$ cat config.mk
export PLATFORM = sky130hd
export DESIGN_NAME = vedic_seq_divider
export DESIGN_NICKNAME = d
export VERILOG_FILES = /design/src/rtl/arith_pkg.sv /design/src/rtl/cla.sv /design/src/rtl/vedic_seq_divider.sv
export SDC_FILE = /design/constraint.sdc
export NUM_CORES = 1
export LEC_CHECK = 0
export BUFFER_PORTS_ARGS = -buffer_cell sky130_fd_sc_hd__clkbuf_2
export CAP_MARGIN = 30
export CORE_MARGIN = 5
export CORE_UTILIZATION = 50
export DETAILED_ROUTE_END_ITERATION = 10
export PLACE_DENSITY = 0.76
export SYNTH_ARGS = -nofsm -noshare
export SYNTH_HDL_FRONTEND = slang
export SYNTH_SLANG_ARGS = --single-unit
$ cat constraint.sdc
create_clock -name clk -period 3.7 [get_ports clk]
set_input_delay 0.37 -clock clk [delete_from_list [all_inputs] [get_ports clk]]
set_output_delay 0.37 -clock clk [all_outputs]
set_load 0.01 [all_outputs]
$ cat src/rtl/arith_pkg.sv
// Shared arithmetic datapath types and helpers.
// Used by the sequential divider and its trial-subtract adder.
package arith_pkg;

    typedef enum logic [1:0] {
        DIV_IDLE,
        DIV_CALC,
        DIV_DONE
    } div_state_t;

    // Iteration counter width; never narrower than one bit.
    function automatic int cnt_w(input int w);
        return (w <= 2) ? 1 : $clog2(w);
    endfunction

endpackage

$ cat src/rtl/cla.sv
// Carry-lookahead adder: sum = a + b + cin, with carry out.
// Generate/propagate terms feed a lookahead carry chain.
module cla #(
    parameter int WIDTH = 8
) (
    input  logic [WIDTH-1:0] a,
    input  logic [WIDTH-1:0] b,
    input  logic             cin,
    output logic [WIDTH-1:0] sum,
    output logic             cout
);

    logic [WIDTH-1:0] w_g;
    logic [WIDTH-1:0] w_p;
    logic [WIDTH:0]   w_c;

    assign w_g = a & b;
    assign w_p = a ^ b;

    always_comb begin
        w_c    = '0;
        w_c[0] = cin;
        for (int i = 0; i < WIDTH; i++) begin
            w_c[i+1] = w_g[i] | (w_p[i] & w_c[i]);
        end
    end

    assign sum  = w_p ^ w_c[WIDTH-1:0];
    assign cout = w_c[WIDTH];

endmodule

$ cat src/rtl/vedic_seq_divider.sv
// Sequential unsigned restoring divider, one quotient bit per clock.
// Operands and results move over valid/ready handshakes.
module vedic_seq_divider
    import arith_pkg::*;
#(
    parameter int WIDTH = 8
) (
    input  logic             clk,
    input  logic             rst,
    input  logic             in_valid,
    output logic             in_ready,
    input  logic [WIDTH-1:0] dividend,
    input  logic [WIDTH-1:0] divisor,
    output logic             out_valid,
    input  logic             out_ready,
    output logic [WIDTH-1:0] quotient,
    output logic [WIDTH-1:0] remainder,
    output logic             div_by_zero,
    output logic             busy
);

    localparam int CNT_W = cnt_w(WIDTH);

    div_state_t r_state;
    div_state_t w_state_nxt;

    logic [WIDTH-1:0] r_q;
    logic [WIDTH-1:0] r_d;
    logic [WIDTH:0]   r_r;
    logic [CNT_W-1:0] r_cnt;
    logic [WIDTH-1:0] r_quot;
    logic [WIDTH-1:0] r_rem;
    logic             r_dbz;

    logic [WIDTH:0]   w_shift;
    logic [WIDTH:0]   w_t;
    logic             w_cout;
    logic             w_borrow;
    logic [WIDTH-1:0] w_q_nxt;
    logic [WIDTH:0]   w_r_nxt;
    logic             w_accept;
    logic             w_last;

    // Trial subtract: shifted remainder + ~{0,D} + 1.
    assign w_shift = {r_r[WIDTH-1:0], r_q[WIDTH-1]};

    cla #(
        .WIDTH(WIDTH + 1)
    ) u_cla (
        .a   (w_shift),
        .b   (~{1'b0, r_d}),
        .cin (1'b1),
        .sum (w_t),
        .cout(w_cout)
    );

    assign w_borrow = ~w_cout;
    assign w_q_nxt  = {r_q[WIDTH-2:0], ~w_borrow};
    assign w_r_nxt  = w_borrow ? w_shift : w_t;

    assign w_accept = in_valid && (r_state == DIV_IDLE);
    assign w_last   = (r_state == DIV_CALC) && (r_cnt == '0);

    always_ff @(posedge clk or posedge rst) begin
        if (rst) begin
            r_state <= DIV_IDLE;
        end else begin
            r_state <= w_state_nxt;
        end
    end

    always_comb begin
        w_state_nxt = r_state;
        unique case (r_state)
            DIV_IDLE: begin
                if (in_valid) begin
                    w_state_nxt = (divisor == '0) ? DIV_DONE : DIV_CALC;
                end
            end
            DIV_CALC: begin
                if (r_cnt == '0) begin
                    w_state_nxt = DIV_DONE;
                end
            end
            DIV_DONE: begin
                if (out_ready) begin
                    w_state_nxt = DIV_IDLE;
                end
            end
            default: w_state_nxt = DIV_IDLE;
        endcase
    end

    always_ff @(posedge clk or posedge rst) begin
        if (rst) begin
            r_q    <= '0;
            r_d    <= '0;
            r_r    <= '0;
            r_cnt  <= '0;
            r_quot <= '0;
            r_rem  <= '0;
            r_dbz  <= 1'b0;
        end else if (w_accept) begin
            if (divisor == '0) begin
                r_quot <= '1;
                r_rem  <= dividend;
                r_dbz  <= 1'b1;
            end else begin
                r_q   <= dividend;
                r_d   <= divisor;
                r_r   <= '0;
                r_cnt <= CNT_W'(WIDTH - 1);
                r_dbz <= 1'b0;
            end
        end else if (r_state == DIV_CALC) begin
            r_q   <= w_q_nxt;
            r_r   <= w_r_nxt;
            r_cnt <= r_cnt - 1'b1;
            // Results only move on the final iteration so DONE holds them.
            if (w_last) begin
                r_quot <= w_q_nxt;
                r_rem  <= w_r_nxt[WIDTH-1:0];
            end
        end
    end

    assign in_ready    = (r_state == DIV_IDLE);
    assign out_valid   = (r_state == DIV_DONE);
    assign busy        = (r_state == DIV_CALC);
    assign quotient    = r_quot;
    assign remainder   = r_rem;
    assign div_by_zero = r_dbz;

endmodule

# --- After elaboration in Yosys (flattened, before gate mapping) ---
# Index checks and enable logic that the tools add are counted.
totals:
  ramBits: 0
  inputBits: 20
  latch_bits: 0
  mem_count: 0
  reg_bits: 46
  output_inout_bits: 20
  wordCells: 73
  rom_bits: 0
op_classes:
  div_mod_pow: 0
  add_sub_neg: 1
  n_mux: 24
  multipliers: 0
  reduce_logical: 11
  eq_ne: 7
  shifts: 0
  n_bitwise: 22
  n_lt_le_gt_ge: 0
op_table:
  columns: ["cell", "n"]
  rows:
  - ["$mux 8", 15]
  - ["$and 9x9->9", 1]
  - ["$mux 3", 3]
  - ["$not 8->9", 1]
  - ["$or 1x1->1", 9]
  - ["$xor 9x9->9", 1]
  - ["$and 1x1->1", 8]
  - ["$logic_not 8->1", 1]
  - ["$mux 2", 4]
  - ["$xor 8x8->8", 1]
  - ["$ne 2x1->1 const B", 3]
  - ["$pmux 2 s3", 1]
  - ["$reduce_and 3->1", 2]
  - ["$ne 2x2->1 const B", 2]
  - ["$reduce_and 2->1", 2]
  - ["$reduce_bool 2->1", 2]
  - ["$logic_not 3->1", 1]
  - ["$sub 3x1->3 const B", 1]
  - ["$eq 2x1->1 const B", 1]
  - ["$eq 2x2->1 const B", 1]
  - ["$logic_and 1x1->1", 2]
  - ["$logic_not 2->1", 1]
  - ["$mux 1", 1]
  - ["$not 1->1", 1]

# --- Logic depth before layout (Yosys ltp) ---
# Gate-level depths: netlist of the first run.
depth:
  word_depth: 23
  ltp_mapped: 16
  mapped_depth_nobuf: 14

# --- Hierarchy ---
# From an unflattened synthesis of the first run, not the netlist that was laid out.
hier_totals:
  cells_unflattened: 206
  area_unflattened_um2: 2318.5
by_module_without_submodules:
  columns: ["module", "cells_each", "instances", "seq_area_each_um2", "area_each_um2"]
  rows:
  - ["vedic_seq_divider", 187, 1, 1151.1, 2100.8]
  - ["cla", 19, 1, 0.0, 217.7]

# --- Worst setup path after synthesis of the first run ---
# OpenSTA, ideal clock, no wires.
synth_timing:
  path_kind: "register to register"
  start: "register r_q[7]"
  end: "register r_rem[1] (netlist: remainder[1])"
  setup_slack_ns: -0.337
  path_stages_with_launch: 17
  t_required_ns: 3.568
  setup_ns: 0.132
  arrival_ns: 3.905
  cell_sequence: "dfrtp_1 -> inv_1 -> ha_1 -> fa_1 -> fa_1 -> fa_1 -> fa_1 -> fa_1 -> fa_1 -> inv_1 -> fa_1 -> or2_2 -> clkbuf_1 -> clkbuf_1 -> nand2_1 -> o211ai_1 -> a31oi_1"
synth_via:
  elab_chain_len: 22
  word_cells_on_any_way: 24
  classes_between: "4 x mux; 20 x bitwise"
synth_lines:
  columns: ["element", "line", "text"]
  rows:
  - ["from (decl)", "vedic_seq_divider.sv:27", "logic [WIDTH-1:0] r_q;"]
  - ["from (signal assigned)", "vedic_seq_divider.sv:109", "r_q <= dividend;"]
  - ["from (signal assigned)", "vedic_seq_divider.sv:116", "r_q <= w_q_nxt;"]
  - ["$and 9x9->9 / $xor 9x9->9 (equally long branches)", "cla.sv:17, cla.sv:18", null]
  - ["$or 1x1->1 *", "cla.sv:24", "w_c[i+1] = w_g[i] | (w_p[i] & w_c[i]);"]
  - ["$and 1x1->1", "cla.sv:24", null]
  - ["$or 1x1->1", "cla.sv:24", null]
  - ["$and 1x1->1", "cla.sv:24", null]
  - ["$or 1x1->1", "cla.sv:24", null]
  - ["$and 1x1->1", "cla.sv:24", null]
  - ["$or 1x1->1", "cla.sv:24", null]
  - ["[... 6 more ...]", null, null]
  - ["$and 1x1->1", "cla.sv:24", null]
  - ["$or 1x1->1", "cla.sv:24", null]
  - ["$and 1x1->1", "cla.sv:24", null]
  - ["$or 1x1->1", "cla.sv:24", null]
  - ["$mux 8 *", "vedic_seq_divider.sv:59", "assign w_r_nxt = w_borrow ? w_shift : w_t;"]
  - ["$mux 8 *", "vedic_seq_divider.sv:120", "if (w_last) begin"]
  - ["$mux 8 *", "vedic_seq_divider.sv:115", "end else if (r_state == DIV_CALC) begin"]
  - ["$mux 8 *", "vedic_seq_divider.sv:103", "end else if (w_accept) begin"]
  - ["to (signal assigned)", "vedic_seq_divider.sv:106", "r_rem <= dividend;"]
  - ["to (signal assigned)", "vedic_seq_divider.sv:122", "r_rem <= w_r_nxt[WIDTH-1:0];"]
  - ["to (decl)", "vedic_seq_divider.sv:32", "logic [WIDTH-1:0] r_rem;"]
# Mark *: on every way between the ends. The rest lies on a longest branch, timed or not. The select of a mux whose other input is x is not followed.
# A chain may end at the register's enable or synchronous reset.

# --- Final worst setup path of the first run ---
layout_timing:
  start: "register r_q[7]"
  end: "register r_rem[2] (netlist: remainder[2])"
layout_via:
  elab_chain_len: 22
  word_cells_on_any_way: 24
  classes_between: "4 x mux; 20 x bitwise"
layout_lines:
  columns: ["element", "line"]
  rows:
  - ["$and 9x9->9 / $xor 9x9->9 (equally long branches)", "cla.sv:17, cla.sv:18"]
  - ["$or 1x1->1 *", "cla.sv:24"]
  - ["$and 1x1->1 *", "cla.sv:24"]
  - ["$or 1x1->1 *", "cla.sv:24"]
  - ["$and 1x1->1", "cla.sv:24"]
  - ["$or 1x1->1", "cla.sv:24"]
  - ["$and 1x1->1", "cla.sv:24"]
  - ["$or 1x1->1", "cla.sv:24"]
  - ["[... 6 more ...]", null]
  - ["$and 1x1->1", "cla.sv:24"]
  - ["$or 1x1->1", "cla.sv:24"]
  - ["$and 1x1->1", "cla.sv:24"]
  - ["$or 1x1->1", "cla.sv:24"]
  - ["$mux 8 *", "vedic_seq_divider.sv:59"]
  - ["$mux 8 *", "vedic_seq_divider.sv:120"]
  - ["$mux 8 *", "vedic_seq_divider.sv:115"]
  - ["$mux 8 *", "vedic_seq_divider.sv:103"]
# Marks and branches as above.

==> results of run 1 <==
-- worst register-to-register path, cell delays in order (launching register included) --
cell,delay [ps]
dfrtp_1,360
inv_1,50
ha_2,180
fa_2,340
fa_2,340
fa_2,350
fa_2,350
fa_2,340
fa_2,350
inv_2,80
fa_2,230
or2_4,150
buf_6,130
nand2_2,40
o211ai_1,140
a31oi_1,120
-- layer usage --
layer	part of all wire, %	vias up	GRT usage, %
met5	0	-	0
met4	2.1	0	3.15
met3	7.6	11	4.45
met2	47	64	27.6
met1	43	826	24.6
li1	-	786	-
-- power breakdown --
group          leakage (nW)  total, mW  internal (mW)  switching, mW
clock                0.0472      0.322          0.150          0.172
sequential            0.526      0.958          0.768          0.190
combinational         0.631       1.61          0.752          0.859
-- state kept, by name (all words and copies together) (netlist names) --
name         cells
r_q              8
r_cnt            3
r_d              8
remainder        8
div_by_zero      1
r_r              8
quotient         8
r_state          2
-- metrics by stage --
| stage | std cells | setup TNS [ps] | cell area [um2] | hold slack (ps) |
|---|---|---|---|---|
| floorplan | 203 | 0 | 2250 | 445 |
| global placement | 286 | -209 | 2460 | 459 |
| detailed placement | 286 | -1360 | 2460 | 476 |
| CTS | 294 | -30.9 | 2570 | 205 |
| global route | 296 | -1670 | 2630 | 242 |
| finish | 296 | 0 | 2630 | 179 |
-- timing repair --
item | in CTS | in global routing
gates resized for setup | 6 | 15
endpoints found under the setup margin | 16 | 16
buffers inserted | 0 | 1
hold buffers | 0 | 0
pin swaps | 0 | 16
gates cloned | 0 | 1
-- kinds of logic (layout without fill, tap and decap cells) --
family                   count (synthesis)  after routing  synth area share (%)
AND/OR/NAND/NOR                         56             56                  11.9
AO/OA/AOI/OAI                           47             47                  15.4
flip-flops                              46             46                  51.8
buffers and inverters                   30             71                  6.25
multiplexers                            14             14                  6.70
adder cells (fa/ha/maj)                 10             10                  7.99
-- synth_stat cells (2+ instances only) --
master | n | area, um2
nand2_1 | 23 | 86.3
inv_1 | 15 | 56.3
o22a_1 | 8 | 70.1
clkbuf_1 | 8 | 30.0
dfrtp_1 | 46 | 1150
o31ai_1 | 2 | 15.0
o211ai_1 | 6 | 45.0
nor3_1 | 10 | 50.1
buf_2 | 3 | 15.0
a21oi_1 | 4 | 20.0
fa_1 | 7 | 140
mux2_2 | 7 | 78.8
o21ai_0 | 5 | 25.0
a31oi_1 | 13 | 81.3
buf_6 | 2 | 22.5
nor2_1 | 14 | 52.6
a21o_1 | 2 | 15.0
mux2i_1 | 7 | 70.1
buf_4 | 2 | 15.0
or4_4 | 2 | 22.5
ha_1 | 3 | 37.5
-- layout by cell type, fill, tap and decap left out, types with 2 or more instances in the layout --
master	Yosys	final
dfrtp_1	46	46
clkbuf_2	0	39
nand2_1	23	17
nor2_1	14	14
a31oi_1	13	13
inv_1	15	13
nor3_1	10	10
o22a_1	8	8
mux2i_1	7	7
mux2_2	7	7
fa_2	0	7
o211ai_1	6	6
clkbuf_8	0	6
buf_4	2	6
nand2_2	0	5
a21oi_1	4	4
or4_4	2	2
o21ai_2	0	2
a21o_1	2	2
o21ai_0	5	2
o31ai_1	2	2
ha_1	3	2
buf_6	2	2
-- worst max-delay path by stage --
stage | from | endpoint | slack (ps) | cells past startpoint
3_3_place_gp | r_q[7] | r_r[7] | -80 | 13
2_1_floorplan | r_q[7] | remainder[1] | 20 | 16
3_5_place_dp | r_q[7] | remainder[7] | -140 | 14
5_1_grt | r_q[7] | remainder[4] | -140 | 15
4_1_cts | r_q[7] | r_r[7] | -20 | 13
6_report | r_q[7] | remainder[2] | 2 | 15
-- final cells by class --
class,count,area (um2),share of cell area (%)
Clock inverter,2,12.5,0.476
Multi-Input combinational cell,127,991,37.7
Timing Repair Buffer,48,268,10.2
Clock buffer,6,82.6,3.14
Sequential cell,46,1150,43.8
Inverter,15,56.3,2.14
Tap cell,52,65.1,2.48
==> flow_summary.toml, run 1 <==
[status]
outcome = "finished, final reports clean"

[yosys]
ys_warn_count = 0
synth_area_um2 = 2220
ys_ff_latch = 46
seq_area_frac_synth_pct = 51.8
syn_area_per_cell_um2 = 11.0
synth.distinct_cells = 35
synth.net_count = 233
synthCells = 203
synth_edf_count = 0
async_reset_ff_share_pct = 100
synth_ff_type = "dfrtp_1"

[sta]
fin_ws_ps = 2.34
tightest_slew_ps = 883
relSlewSlack_pct = 41.1
rsz0062_at_grt = "yes"
setup_viol = 0
fin_skew_ps = 6.77
fmax_ghz = 0.270
min_period_ps = 3700
maxSlewViolCount = 0
hold_viol = 0
post-route-period-util_pct = 99.9

[global_route]
grt_usage_pct = 17.5
antenna_found_initial = 0
grt_max_degree = 47
grt_pass1_wl_um = 8490
overflow = 0
grt_pass1_vias = 1709

[layout]
syn2layout_area_growth_pct = 18.1
num-nets-final = 273
n_antenna_cell = 0
layout-drive-gt1-share_pct = 35.2
fillers = 370
post-route-util_pct = 60.7

[worst_setup_path]
critPathMaxFanout = 5
startpoint_type = "flop"
rr_startpoint = "r_q[7]"
slowest_delay_ps = 360
reg2reg_to = "remainder[2]"
crit_buf_inv = 3
cpMostUsedCell = "fa_2"
r2r_setup_slack_ps = 2
cp.arrival_ps = 3840
required_ps = 3840
cpLargestDelayFamily = "adder cells"
reg2reg_depth = 15
crit_chain = "inv_1 -> ha_2 -> fa_2 -> fa_2 -> fa_2 -> fa_2 -> fa_2 -> fa_2 -> inv_2 -> fa_2 -> or2_4 -> buf_6 -> nand2_2 -> o211ai_1 -> a31oi_1"
cp-end-kind = "flop"
crit_type = "reg2reg"
worst_path_max_delay_cell = "dfrtp_1"

[place]
place_ws_ps = -137
place_congestion = 0.882
dp_hpwl_um = 3440
numPortBuffers = 39

[floorplan]
die_h_um = 76.7
die_area_um2 = 5880
std_cell_rows = 24
coreArea_um2 = 4320
start_util_pct = 51.4
fp.dieW_um = 76.7
io_pins = 40

[clock_network]
cts_buffers = 5
cts_tree = "yes"
cts_max_level = 2
clock-sinks = 46
clk_pin_slew_ps = 90
clockBufferDepth = 2
clkLatencyLatePin_ps = 300
cts-root-buf = "clkbuf_8"

[flow_run]
maxCapViolCount = 0

[route]
vias = 1687
drc = 0
firstDrtPassIters = 4
avgViaCountPerCell = 5.70
drtAntennaViolNets = 0
routed_wl_um = 4970
wire_per_inst_um = 16.8
dr.first_iter.drc_count = 100

[power_and_ir_drop]
power_mw = 2.89
p_per_area_nw_per_um2 = 1100
peakVddDrop_mv = 0.462
p_leak_nw = 1.20

[min_path]
hold_class = "in2async"
Power figures use the tool's default switching activity.
==> run 2, diff against run 1 <==
--- a/config.mk
+++ b/config.mk
@@ -10,5 +10,5 @@
 export CORE_MARGIN = 5
-export CORE_UTILIZATION = 50
+export CORE_UTILIZATION = 55
 export DETAILED_ROUTE_END_ITERATION = 10
-export PLACE_DENSITY = 0.76
+export PLACE_DENSITY = 0.79
 export SYNTH_ARGS = -nofsm -noshare
==> constraint.sdc (replaced) <==
create_clock -name clk -period 3.6 [get_ports clk]
set_input_delay 0 -clock clk [delete_from_list [all_inputs] [get_ports clk]]
set_output_delay 0 -clock clk [all_outputs]
set_load 0.01 [all_outputs]
==> run 2 against run 1 <==
Non-clock buffer count up 19; hold slack worse by 7.2 ps; first-iteration DRC count up 88%; critical path depth down 2; global-route usage up 3.4 points; final area up 6.2%; largest power group unchanged; core utilization up 9.5 points; the flow now finishes with violations (negative setup slack).
==> flow_summary.toml, run 2 (same netlist as run 1, synthesis figures left out) <==
[global_route]
grt_max_degree = 47
grt_pass1_vias = 1658
antenna_found_initial = 0
grt_usage_pct = 20.8
grt_pass1_wl_um = 8350
overflow = 0

[sta]
fmax_ghz = 0.268
post-route-period-util_pct = 103
fin_ws_ps = -125
setup_viol = 15
fin_skew_ps = 2.09
min_period_ps = 3720
holdWs_ps = 172
maxSlewViolCount = 0
rsz0062_at_grt = "yes"
relSlewSlack_pct = 43.6
hold_viol = 0
fin_tns_setup_ps = -1290
tightest_slew_ps = 846

[min_path]
hp-start = "dividend[0]"
holdPathStages = 4
hold_class = "in2reg"
min_to = "r_q[0]"

[worst_setup_path]
cp.arrival_ps = 3970
r2r_setup_slack_ps = -120
required_ps = 3840
reg2reg_depth = 13
critPathMaxFanout = 4
startpoint_type = "flop"
rr_startpoint = "r_d[0]"
crit_type = "reg2reg"
cp-end-kind = "flop"
reg2reg_to = "remainder[0]"

[clock_network]
cts_max_level = 2
clkLatencyLatePin_ps = 300
clock-sinks = 46
clockBufferDepth = 2
cts_buffers = 5
clk_pin_slew_ps = 80
cts-root-buf = "clkbuf_8"
cts_tree = "yes"

[route]
firstDrtPassIters = 4
wire_per_inst_um = 16.0
drc = 0
drtAntennaViolNets = 0
avgViaCountPerCell = 5.57
dr.first_iter.drc_count = 188
routed_wl_um = 5000
vias = 1744

[flow_run]
maxCapViolCount = 0

[layout]
num-nets-final = 292
final_cell_count_no_fill = 313
seqCellArea_um2 = 1150
multiInputGateArea_um2 = 963
layout_commonest_cell = "dfrtp_1"
layout-drive-gt1-share_pct = 30.8
n_antenna_cell = 0
fillers = 282
syn2layout_area_growth_pct = 25.4
mostFrequentLayoutCells = "dfrtp_1 (46), clkbuf_2 (39), nand2_1 (23), dlygate4sd3_1 (17), nor2_1 (14)"

[place]
numPortBuffers = 39
place_inst = 286
dp_hpwl_um = 3510
place_congestion = 0.913
place_ws_ps = -225

[floorplan]
die_area_um2 = 5410
std_cell_rows = 23
start_util_pct = 56.0
io_pins = 40
fp.dieW_um = 73.6
die_h_um = 73.6
coreArea_um2 = 3970

[power_and_ir_drop]
seqPwrFrac_pct = 34.1
power_mw = 2.89
intPower_mw = 1.69
p_per_area_nw_per_um2 = 1040
power_frac_clock_pct = 11.3
sw_frac_of_total_pct = 41.4
p_leak_nw = 1.28
comb_power_share_pct = 54.6
p_sw_mw = 1.20
peakVddDrop_mv = 0.552

[status]
outcome = "complete, but fails checks"
violations = "negative setup slack"
run 2: changes by cell type in the layout (fill, tap and decap cells not counted):
cell | before | now
buf_12 | 0 | 1
buf_2 | 1 | 0
buf_4 | 6 | 10
buf_6 | 2 | 0
dlygate4sd3_1 | 0 | 17
nand2_1 | 17 | 23
nand2_2 | 5 | 0
nand2_4 | 1 | 0
o21ai_0 | 2 | 3
o21ai_1 | 1 | 0
o32ai_1 | 0 | 1
o32ai_2 | 1 | 0
run 2: final cells by class:
class                      count  area share (%)
timing repair buffer          67            16.5
clock inverter                 2           0.449
inverter                      15            2.02
multi-input combinational    127            34.5
tap                           50            2.24
sequential                    46            41.3
clock buffer                   6            2.96
run 2: repair_timing:
item                                    CTS  global route
endpoints found under the hold margin    68             0
pin swaps                                 0             7
endpoints found under the setup margin   17            17
resized for setup                         3             3
gates cloned                              0             0
hold buffers                             17             0
buffers inserted                          1             1
run 2: worst max-delay path: stages (launching register included):
cell and delay [ps]:
dfrtp_1 400, ha_2 180, fa_2 350, fa_2 350, fa_2 340, fa_2 350, fa_2 360, fa_2 340
inv_2 70, fa_2 210, or2_4 150, o21ai_0 110, a211oi_1 320, a21o_1 120
run 2: metal layers:
| layer | global-route usage (%) | share of wire [%] |
|---|---|---|
| met5 | 0 | 0 |
| met4 | 7.85 | 1.7 |
| met3 | 5.88 | 8.4 |
| met2 | 31.1 | 47 |
| met1 | 29.0 | 42 |
run 2: power groups by stage:
stage                     logic (mW)  clock network, mW  registers, mW
after floorplan                 1.06                  0          0.979
after global placement          1.43                  0          0.983
after detailed placement        1.50                  0          0.994
after CTS                       1.54              0.340          0.986
after global routing            1.76              0.362           1.02
final                           1.58              0.326          0.987
run 2: how the worst max path moves through the flow:
| stage | to | start | cells after the start | slack, ps |
|---|---|---|---|---|
| 5_1_grt | remainder[3] | r_d[0] | 14 | -240 |
| 2_1_floorplan | r_r[7] | r_q[7] | 13 | 7 |
| 3_3_place_gp | remainder[7] | r_d[0] | 13 | -120 |
| 4_1_cts | r_r[7] | r_d[0] | 12 | -180 |
| 6_report | remainder[0] | r_d[0] | 13 | -120 |
| 3_5_place_dp | remainder[7] | r_q[7] | 14 | -230 |
run 2: metrics by stage:
| stage | instance area (um2) | utilization, % |
|---|---|---|
| global route | 2790 | 70.2 |
| detailed placement | 2500 | 62.9 |
| floorplan | 2260 | - |
| global placement | 2500 | 62.9 |
| finish | 2790 | 70.2 |
| CTS | 2770 | 69.8 |
==> run 3, diff against run 2 <==
- MAX_ROUTING_LAYER: unset -> met4
==> run 3 against run 2 <==
The run still ends with negative setup slack left; flip-flop and latch count unchanged; die area unchanged; final area unchanged; sequential share of layout area unchanged; maximum frequency about the same; register-to-register slack about the same; clock power about the same.
==> flow_summary.toml, run 3 (same netlist as run 1, synthesis figures left out) <==
[layout]
num-nets-final = 292
syn2layout_area_growth_pct = 25.4
layout_commonest_cell = "dfrtp_1"
design_area_um2 = 2790
fillers = 282
mostFrequentLayoutCells = "dfrtp_1 (46), clkbuf_2 (39), nand2_1 (23), dlygate4sd3_1 (17), nor2_1 (14)"
n_antenna_cell = 0
layout-drive-gt1-share_pct = 30.8
post-route-util_pct = 70.2
final_cell_count_no_fill = 313

[route]
drtAntennaViolNets = 0
firstDrtPassIters = 4
drc = 0
avgViaCountPerCell = 5.55
wire_per_inst_um = 15.9
dr.first_iter.drc_count = 180
vias = 1737
routed_wl_um = 4990

[worst_setup_path]
cp-end-kind = "flop"
crit_type = "reg2reg"
rr_startpoint = "r_d[0]"
startpoint_type = "flop"
crit_chain = "ha_2 -> fa_2 -> fa_2 -> fa_2 -> fa_2 -> fa_2 -> fa_2 -> inv_2 -> fa_2 -> or2_4 -> buf_12 -> nand2_1 -> o211ai_1 -> a31oi_1"
cp.arrival_ps = 3870
critPathMaxFanout = 11
cp-startpoint = "r_d[0]"
slowest_delay_ps = 410
required_ps = 3740
worst_path_max_delay_cell = "dfrtp_1"
cpMostUsedCell = "fa_2"

[place]
place_ws_ps = -225
place_area_um2 = 2500
numPortBuffers = 39
place_inst = 286
dp_hpwl_um = 3510
place_congestion = 0.929

[sta]
relSlewSlack_pct = 42.0
fin_tns_setup_ps = -1340
fmax_ghz = 0.268
rsz0062_at_grt = "yes"
tightest_slew_ps = 870
post-route-period-util_pct = 104
hold_viol = 0
setup_viol = 15
maxSlewViolCount = 0
fin_ws_ps = -127
holdWs_ps = 169
fin_skew_ps = 1.72
min_period_ps = 3730

[clock_network]
cts_max_level = 2
clkLatencyLatePin_ps = 300
cts_buffers = 5
clk_pin_slew_ps = 80
cts_tree = "yes"
clock-sinks = 46
cts-root-buf = "clkbuf_8"
clockBufferDepth = 2

[min_path]
hold_class = "in2reg"
hp-start = "dividend[0]"

[floorplan]
die_h_um = 73.6
coreArea_um2 = 3970
std_cell_rows = 23
die_area_um2 = 5410
fp.dieW_um = 73.6
start_util_pct = 56.0
io_pins = 40

[power_and_ir_drop]
peakVddDrop_mv = 0.553
power_mw = 2.89
p_per_area_nw_per_um2 = 1040
p_leak_nw = 1.28

[global_route]
grt_usage_pct = 21.4
grt_pass1_vias = 1672
grt_pass1_wl_um = 8340
overflow = 0
antenna_found_initial = 0
grt_max_degree = 47

[flow_run]
maxCapViolCount = 0

[status]
violations = "negative setup slack"
outcome = "complete, but fails checks"
==> run 3: cell counts in the layout (fill, tap and decap cells not counted) <==
Identical to the previous run, type by type.
==> run 3: timing repair <==
action,4_1_cts,5_1_grt
gates resized for setup,3,3
setup endpoints to repair,17,17
setup buffers,1,1
pin swaps,0,7
hold endpoints to repair,68,0
hold buffers,17,0
==> run 3: worst max-delay path: cells and delay by family (launching register included) <==
| family | cells | cell delay [ps] |
|---|---|---|
| AOI/OAI and AO/OA | 2 | 270 |
| adders and majority gates | 8 | 2490 |
| buffers and inverters | 2 | 190 |
| DFF | 1 | 410 |
| and+or+nand+nor | 2 | 200 |
==> run 3: final timing paths <==
kind,end,slack [ps],cells after the start
max in group asynchronous,remainder[3],2830,4
min in group asynchronous,remainder[2],360,4
hold reg to reg,r_cnt[0],470,1
hold / removal,r_q[0],170,4
setup / recovery,remainder[3],-130,14
setup reg to reg,remainder[3],-130,14
==> run 3: routing by layer <==
metal  up-vias  track usage (%)  wire length (um)
met5         -                -                 0
met4         0             7.85                83
met3         9             5.75               423
met2        71             31.6              2350
met1       830             28.3              2130
li1        827                -                 -
==> run 3: layout make-up <==
type / instances / area [um2] / share of cell area, %
multi-input cells: 127 / 963 / 34.5
clock buffers: 6 / 82.6 / 2.96
inverters: 15 / 56.3 / 2.02
well taps: 50 / 62.6 / 2.24
flip-flops and latches: 46 / 1150 / 41.3
repair buffers: 67 / 460 / 16.5
clock inverters: 2 / 12.5 / 0.449
==> run 3: power by group <==
part,switching [mW],internal (mW)
clock network,0.172,0.154
registers,0.197,0.789
logic,0.825,0.750
